[src/rtl/instr_fetch_stage_if.sv]
// Instruction-memory request/response port: one outstanding request, variable latency.
// The fetch stage drives through the master modport; the memory answers through slave.
interface instr_fetch_stage_if #(
    parameter int ADDR_WIDTH  = 32,
    parameter int INSTR_WIDTH = 32
);
    logic                   imem_req;
    logic [ADDR_WIDTH-1:0]  imem_addr;
    logic [INSTR_WIDTH-1:0] imem_rdata;
    logic                   imem_valid;

    modport master (
        output imem_req,
        output imem_addr,
        input  imem_rdata,
        input  imem_valid
    );

    modport slave (
        input  imem_req,
        input  imem_addr,
        output imem_rdata,
        output imem_valid
    );
endinterface

[src/rtl/instr_fetch_stage.sv]
// IF stage: owns PC_F, one-outstanding imem port and the IF/ID register (FETCH_PERF_CNT_EN adds counters).
// Latency: request in ISSUE, IF/ID loads on the edge imem_valid is seen; at best one instr per 2 cycles.
// Backpressure: StallD parks an arriving response in a one-entry skid buffer until decode accepts it.
module instr_fetch_stage #(
    parameter int                     ADDR_WIDTH  = 32,
    parameter int                     INSTR_WIDTH = 32,
    parameter logic [ADDR_WIDTH-1:0]  RESET_PC    = 32'h0000_0000,
    parameter logic [INSTR_WIDTH-1:0] NOP_INSTR   = 32'h0000_0013
) (
    input  logic                   clk,
    input  logic                   rst_n,
    input  logic                   StallD,
    input  logic                   FlushD,
    input  logic                   PCSrc_E,
    input  logic [ADDR_WIDTH-1:0]  PCTarget_E,
    instr_fetch_stage_if.master    imem,
    output logic [INSTR_WIDTH-1:0] Instr_D,
    output logic [ADDR_WIDTH-1:0]  PC_D,
    output logic [ADDR_WIDTH-1:0]  PCPlus4_D,
    output logic                   InstrValid_D,
    output logic [6:0]             opcode_D,
    output logic [2:0]             funct3_D,
    output logic [6:0]             funct7_D
`ifdef FETCH_PERF_CNT_EN
    ,
    output logic [31:0]            FetchCount,
    output logic [31:0]            BubbleCount
`endif
);

    typedef enum logic [1:0] {
        ISSUE = 2'd0,
        WAIT  = 2'd1,
        HOLD  = 2'd2,
        DROP  = 2'd3
    } fetch_state_t;

    fetch_state_t           state_q;
    fetch_state_t           state_d;
    logic [ADDR_WIDTH-1:0]  pc_f;
    logic [ADDR_WIDTH-1:0]  pc_f_d;
    logic [ADDR_WIDTH-1:0]  pc_plus4;
    logic [ADDR_WIDTH-1:0]  redirect_pc;
    logic [INSTR_WIDTH-1:0] skid_dat;
    logic                   skid_load;
    logic                   deliver_vld;
    logic [INSTR_WIDTH-1:0] deliver_dat;
    logic                   ifid_load;
    logic                   ifid_bubble;

    assign pc_plus4    = pc_f + ADDR_WIDTH'(4);
    assign redirect_pc = {PCTarget_E[ADDR_WIDTH-1:2], 2'b00};

    // Gated by rst_n so no request escapes while reset is held (state already reads ISSUE).
    assign imem.imem_req  = rst_n && (state_q == ISSUE);
    assign imem.imem_addr = pc_f;

    always_comb begin
        state_d     = state_q;
        pc_f_d      = pc_f;
        skid_load   = 1'b0;
        deliver_vld = 1'b0;
        deliver_dat = imem.imem_rdata;
        case (state_q)
            ISSUE: begin
                state_d = PCSrc_E ? DROP : WAIT;
            end
            WAIT: begin
                if (PCSrc_E) begin
                    state_d = imem.imem_valid ? ISSUE : DROP;
                end else if (imem.imem_valid) begin
                    if (StallD) begin
                        skid_load = 1'b1;
                        state_d   = HOLD;
                    end else begin
                        deliver_vld = 1'b1;
                        state_d     = ISSUE;
                    end
                end
            end
            HOLD: begin
                if (PCSrc_E) begin
                    state_d = ISSUE;
                end else if (!StallD) begin
                    deliver_vld = 1'b1;
                    deliver_dat = skid_dat;
                    state_d     = ISSUE;
                end
            end
            DROP: begin
                // A redirect here keeps waiting for the stale response, unless that response
                // lands on the same edge -- then nothing is outstanding and we may reissue.
                if (imem.imem_valid) begin
                    state_d = ISSUE;
                end
            end
            default: state_d = ISSUE;
        endcase

        if (PCSrc_E) begin
            pc_f_d = redirect_pc;
        end else if (deliver_vld) begin
            pc_f_d = pc_plus4;
        end
    end

    always_ff @(posedge clk) begin
        if (!rst_n) begin
            state_q  <= ISSUE;
            pc_f     <= RESET_PC;
            skid_dat <= NOP_INSTR;
        end else begin
            state_q <= state_d;
            pc_f    <= pc_f_d;
            if (skid_load) begin
                skid_dat <= imem.imem_rdata;
            end
        end
    end

    // Flush beats stall beats a new instruction; anything else is a starvation bubble.
    assign ifid_load   = !FlushD && !StallD && deliver_vld;
    assign ifid_bubble = FlushD || (!StallD && !deliver_vld);

    always_ff @(posedge clk) begin
        if (!rst_n) begin
            Instr_D      <= NOP_INSTR;
            PC_D         <= '0;
            PCPlus4_D    <= '0;
            InstrValid_D <= 1'b0;
        end else if (ifid_load) begin
            Instr_D      <= deliver_dat;
            PC_D         <= pc_f;
            PCPlus4_D    <= pc_plus4;
            InstrValid_D <= 1'b1;
        end else if (ifid_bubble) begin
            Instr_D      <= NOP_INSTR;
            InstrValid_D <= 1'b0;
        end
    end

`ifdef FETCH_PERF_CNT_EN
    always_ff @(posedge clk) begin
        if (!rst_n) begin
            FetchCount  <= '0;
            BubbleCount <= '0;
        end else begin
            if (ifid_load) begin
                FetchCount <= FetchCount + 32'd1;
            end
            if (ifid_bubble) begin
                BubbleCount <= BubbleCount + 32'd1;
            end
        end
    end
`endif

    assign opcode_D = Instr_D[6:0];
    assign funct3_D = Instr_D[14:12];
    assign funct7_D = Instr_D[31:25];

endmodule

[src/flat_wrapper.sv]
// flat-port wrapper written by rule: the top's interface ports become plain ports
module instr_fetch_stage_flat 
#(
    parameter int                     ADDR_WIDTH  = 32,
    parameter int                     INSTR_WIDTH = 32,
    parameter logic [ADDR_WIDTH-1:0]  RESET_PC    = 32'h0000_0000,
    parameter logic [INSTR_WIDTH-1:0] NOP_INSTR   = 32'h0000_0013
)
  (clk, rst_n, StallD, FlushD, PCSrc_E, PCTarget_E, Instr_D, PC_D, PCPlus4_D, InstrValid_D, opcode_D, funct3_D, funct7_D, imem_imem_req, imem_imem_addr, imem_imem_rdata, imem_imem_valid);
  instr_fetch_stage_if #(.ADDR_WIDTH(ADDR_WIDTH), .INSTR_WIDTH(INSTR_WIDTH)) imem_i ();
  input  logic clk;
  input  logic rst_n;
  input  logic StallD;
  input  logic FlushD;
  input  logic PCSrc_E;
  input  logic [ADDR_WIDTH-1:0] PCTarget_E;
  output logic [INSTR_WIDTH-1:0] Instr_D;
  output logic [ADDR_WIDTH-1:0] PC_D;
  output logic [ADDR_WIDTH-1:0] PCPlus4_D;
  output logic InstrValid_D;
  output logic [6:0] opcode_D;
  output logic [2:0] funct3_D;
  output logic [6:0] funct7_D;
  output wire logic [$bits(imem_i.imem_req)-1:0] imem_imem_req;
  output wire logic [$bits(imem_i.imem_addr)-1:0] imem_imem_addr;
  input wire logic [$bits(imem_i.imem_rdata)-1:0] imem_imem_rdata;
  input wire logic [$bits(imem_i.imem_valid)-1:0] imem_imem_valid;
  assign imem_imem_req = imem_i.imem_req;
  assign imem_imem_addr = imem_i.imem_addr;
  assign imem_i.imem_rdata = imem_imem_rdata;
  assign imem_i.imem_valid = imem_imem_valid;
  instr_fetch_stage #(.ADDR_WIDTH(ADDR_WIDTH), .INSTR_WIDTH(INSTR_WIDTH), .RESET_PC(RESET_PC), .NOP_INSTR(NOP_INSTR)) u_core (.clk(clk), .rst_n(rst_n), .StallD(StallD), .FlushD(FlushD), .PCSrc_E(PCSrc_E), .PCTarget_E(PCTarget_E), .imem(imem_i), .Instr_D(Instr_D), .PC_D(PC_D), .PCPlus4_D(PCPlus4_D), .InstrValid_D(InstrValid_D), .opcode_D(opcode_D), .funct3_D(funct3_D), .funct7_D(funct7_D));
endmodule
[config.mk]
export PLATFORM = sky130hd
export DESIGN_NAME = instr_fetch_stage_flat
export DESIGN_NICKNAME = d
export VERILOG_FILES = /design/src/rtl/instr_fetch_stage_if.sv /design/src/rtl/instr_fetch_stage.sv /design/src/flat_wrapper.sv
export SDC_FILE = /design/constraint.sdc
export NUM_CORES = 1
export LEC_CHECK = 0
export BUFFER_PORTS_ARGS = -buffer_cell sky130_fd_sc_hd__buf_2
export CORE_MARGIN = 4
export CORE_UTILIZATION = 55
export CTS_BUF_LIST = sky130_fd_sc_hd__clkbuf_4 sky130_fd_sc_hd__clkbuf_8 sky130_fd_sc_hd__clkbuf_16
export DETAILED_ROUTE_END_ITERATION = 10
export PLACE_DENSITY = 0.89
export REMOVE_ABC_BUFFERS = 1
export SYNTH_ARGS = -nofsm -noshare
export SYNTH_HDL_FRONTEND = slang
export SYNTH_SLANG_ARGS = --single-unit
[constraint.sdc]
create_clock -name clk -period 2.81 [get_ports clk]
set_input_delay 0.281 -clock clk [delete_from_list [all_inputs] [get_ports clk]]
set_output_delay 0.281 -clock clk [all_outputs]
set_load 0.02 [all_outputs]
==> results_dict.tcl <==
set metrics [dict create \
    status "complete, no violations" \
    cpMaxStageDelayCell "buf_4" \
    skew_ns 0.00776 \
    route.detailed.drc 0 \
    final_cells 1182 \
    final.setup.tns_ns 0 \
    std_cell_rows 40 \
    finalWirelength_um 19200 \
    cp_max_fo 59 \
    hold_depth 3 \
    syn_avg_cell_area_um2 8.26 \
    r2r_start "u_core.state_q[1]$_SDFFE_PN0P_" \
    rrSetupSlack_ns 0.38 \
    worstSetupEndpointType "register" \
    final_hold_viol_count 0 \
    cts_setup_buffers 0 \
    hold_slack_ns 0.0825 \
    diodes 0 \
    grt_pass1_wl_um 30500 \
    crit_path_start_kind "register" \
    synth_warnings 0 \
    die_w_um 121 \
    clockRootBuffer "clkbuf_16" \
    r2r-end "u_core.PCPlus4_D[8]$_SDFFE_PN0P_" \
    cp_cell_sequence "inv_1, ha_1, a21o_2, nand3_1, nor2_4, buf_4, nor2_1, a211oi_1" \
    antenna_found_initial 2 \
    drtIter0Drc 652 \
    yosysTopAreaCellShare_pct 44.9 \
    hold_path.class "primary input to register" \
    io_pins 217 \
    ys.flop_type "dfxtp_1" \
    cts_max_level 4 \
    start_util_pct 57.3 \
    ant_nets 0 \
    worst-path-buf-inv 2 \
    cts.repair.resized 0 \
    clock_path_buffers 2 \
    drive_above_1_share_pct 26.6 \
    clk_pin_slew_ns 0.06 \
    ys_top_cells_by_count "nand2_1, dfxtp_1, a21oi_1" \
    dp_hpwl_um 12900 \
    arrival_ns 2.75 \
    fin_ws_ns 0.384 \
    netlist_area_mm2 0.00699 \
    slew-limit-headroom_pct 49.5 \
    yosysMostFrequentCell "nand2_1" \
    finalCritPeriodShare_pct 86.4 \
    irDropWorstVdd_mv 0.434 \
    max_cap_viol_count 0 \
    min_to "u_core.skid_dat[0]$_SDFFE_PN1P_" \
    detailedPlace.worstSlack_ns 0.410 \
    die-height_um 121 \
    ff2ff_path_depth 8 \
    place_congestion 0.844 \
    path_class "register to register" \
    yosysSeqAreaShare_pct 44.9 \
    dieArea_mm2 0.0146 \
    port_buffers 208 \
    dpl.cell_count 1150 \
    area_delta_synth_final_pct 21.6 \
    synthArstFlopShare_pct 0 \
    clk_latency_ns 0.43 \
    cts_tree "done" \
    grt_use_total_pct 25.9 \
    crit_required_ns 3.13 \
    viasPerCell 5.64 \
    yosys.area.top_type "dfxtp_1" \
    grt_pass1_vias 6123 \
    grt_max_degree 68 \
    cts_hold_buf 0 \
    syn_inst 847 \
    period_needed_ns 2.43 \
    ys_seq_elements 157 \
    synthTopCellsByArea "dfxtp_1, nand2_1, a21oi_1, mux2i_1, a2bb2oi_1" \
    grt_overflow 0 \
    setup_viol 0 \
    power-per-cell-area_mw_per_mm2 624 \
    leakage_nw 3.56 \
    synth_edf_count 0 \
    rsz0062_at_grt "no" \
    vias 6670 \
    nets 1077 \
    max_stage_delay_ns 0.49 \
    core_mm2 0.0122 \
    cts_buffers 17 \
    tightest_slew_ns 0.757 \
    clock-sinks 157 \
    crit_family "buffers and inverters" \
    slew_viol_final 0 \
    synth.distinct_cells 54 \
    wire_per_inst_um 16.3 \
    drt_pass1_iterations 6 \
    max_freq_mhz 412 \
    hp-start "imem_imem_rdata[0]" \
]
## where the power goes
part | total (W) | internal, W | switching, W
Clock | 0.00234 | 0.00142 | 0.000923
Combinational | 0.000593 | 0.000229 | 0.000365
Sequential | 0.00237 | 0.00229 | 0.0000767
## worst max-delay path by stage
stage	from	end	slack, ns	cells after the start
6_report	u_core.state_q[1]$_SDFFE_PN0P_	u_core.PCPlus4_D[8]$_SDFFE_PN0P_	0.38	8
5_1_grt	u_core.state_q[1]$_SDFFE_PN0P_	u_core.PCPlus4_D[10]$_SDFFE_PN0P_	0.16	8
4_1_cts	u_core.state_q[1]$_SDFFE_PN0P_	u_core.PCPlus4_D[8]$_SDFFE_PN0P_	0.38	8
3_5_place_dp	u_core.state_q[1]$_SDFFE_PN0P_	u_core.PCPlus4_D[8]$_SDFFE_PN0P_	0.41	8
3_3_place_gp	u_core.state_q[1]$_SDFFE_PN0P_	u_core.PCPlus4_D[22]$_SDFFE_PN0P_	0.54	8
2_1_floorplan	u_core.state_q[1]$_SDFFE_PN0P_	u_core.PCPlus4_D[22]$_SDFFE_PN0P_	-1.63	7
## cells in the final DEF (no fill, tap or decap), types with 3 or more instances in the layout
| master | synthesis | routed |
|---|---|---|
| a222oi_1 | 6 | 6 |
| mux2i_1 | 29 | 29 |
| nand2_1 | 173 | 173 |
| a211oi_1 | 7 | 7 |
| o21ai_0 | 44 | 44 |
| and4_1 | 4 | 4 |
| xnor2_1 | 16 | 16 |
| buf_4 | 24 | 15 |
| a31oi_1 | 4 | 4 |
| bufinv_16 | 0 | 3 |
| nor4_1 | 3 | 3 |
| a2bb2oi_1 | 30 | 30 |
| clkinvlp_4 | 0 | 4 |
| o22ai_1 | 6 | 6 |
| dfxtp_1 | 157 | 157 |
| ha_1 | 6 | 6 |
| clkbuf_16 | 0 | 17 |
| a21oi_1 | 94 | 94 |
| mux2_2 | 3 | 3 |
| buf_2 | 25 | 208 |
| nor3_1 | 12 | 12 |
| conb_1 | 1 | 6 |
| nand4_1 | 9 | 9 |
| nor2b_1 | 4 | 4 |
| clkinv_2 | 0 | 3 |
| nand3_1 | 16 | 16 |
| and3_1 | 6 | 6 |
| o2bb2ai_1 | 8 | 8 |
| o31a_1 | 5 | 5 |
| clkinv_4 | 0 | 4 |
| inv_1 | 10 | 9 |
| or2_2 | 3 | 3 |
| xor2_1 | 10 | 10 |
| nor2_1 | 59 | 57 |
## cell families (layout without fill, tap and decap cells)
family | after synthesis | after routing | synth area share (%)
buf+inv | 104 | 266 | 7.92
flops | 157 | 157 | 44.9
other cells | 1 | 6 | 0.0536
compound gates | 219 | 219 | 19.5
mux | 32 | 32 | 4.63
simple gates | 302 | 302 | 18.6
fa+ha+maj | 6 | 6 | 1.07
xor+xnor | 26 | 26 | 3.26
## layer usage
layer	up-vias	wire length (um)	GRT usage, %	part of all wire [%]
li1	3205	-	-	-
met1	3115	8130	32.8	42
met2	310	8950	41.8	47
met3	36	1790	8.19	9.3
met4	4	321	9.14	1.7
met5	-	27	0	0.14
## cell type report
type / count / area (um^2)
clock buffers: 18 / 439
fillers: 996 / 3710
flip-flops and latches: 157 / 3140
inverters: 10 / 40.0
clock inverters: 14 / 170
repair buffers: 224 / 1170
well taps: 168 / 210
multi-input cells: 591 / 3330
## tightest hold or removal path: stages
cell and delay, ns:
buf_2 0.09, nand2_1 0.04, nand3_1 0.06
## sequential cells by signal, indices dropped and copies added, names as in the netlist
signal and flops:
u_core.skid_dat 32, u_core.PCPlus4_D 30, u_core.PC_D 30, u_core.imem.imem_addr 30, u_core.InstrValid_D 1, u_core.state_q 2
u_core.Instr_D 32
## through the flow
step	util, %	power, W	area, um^2
floorplan	-	0.00277	6500
global placement	64.6	0.00299	7890
detailed placement	64.6	0.00300	7890
CTS	69.6	0.00533	8500
global route	69.6	0.00550	8500
finish	69.6	0.00530	8500
No activity file was read; power rests on OpenSTA's default activity.
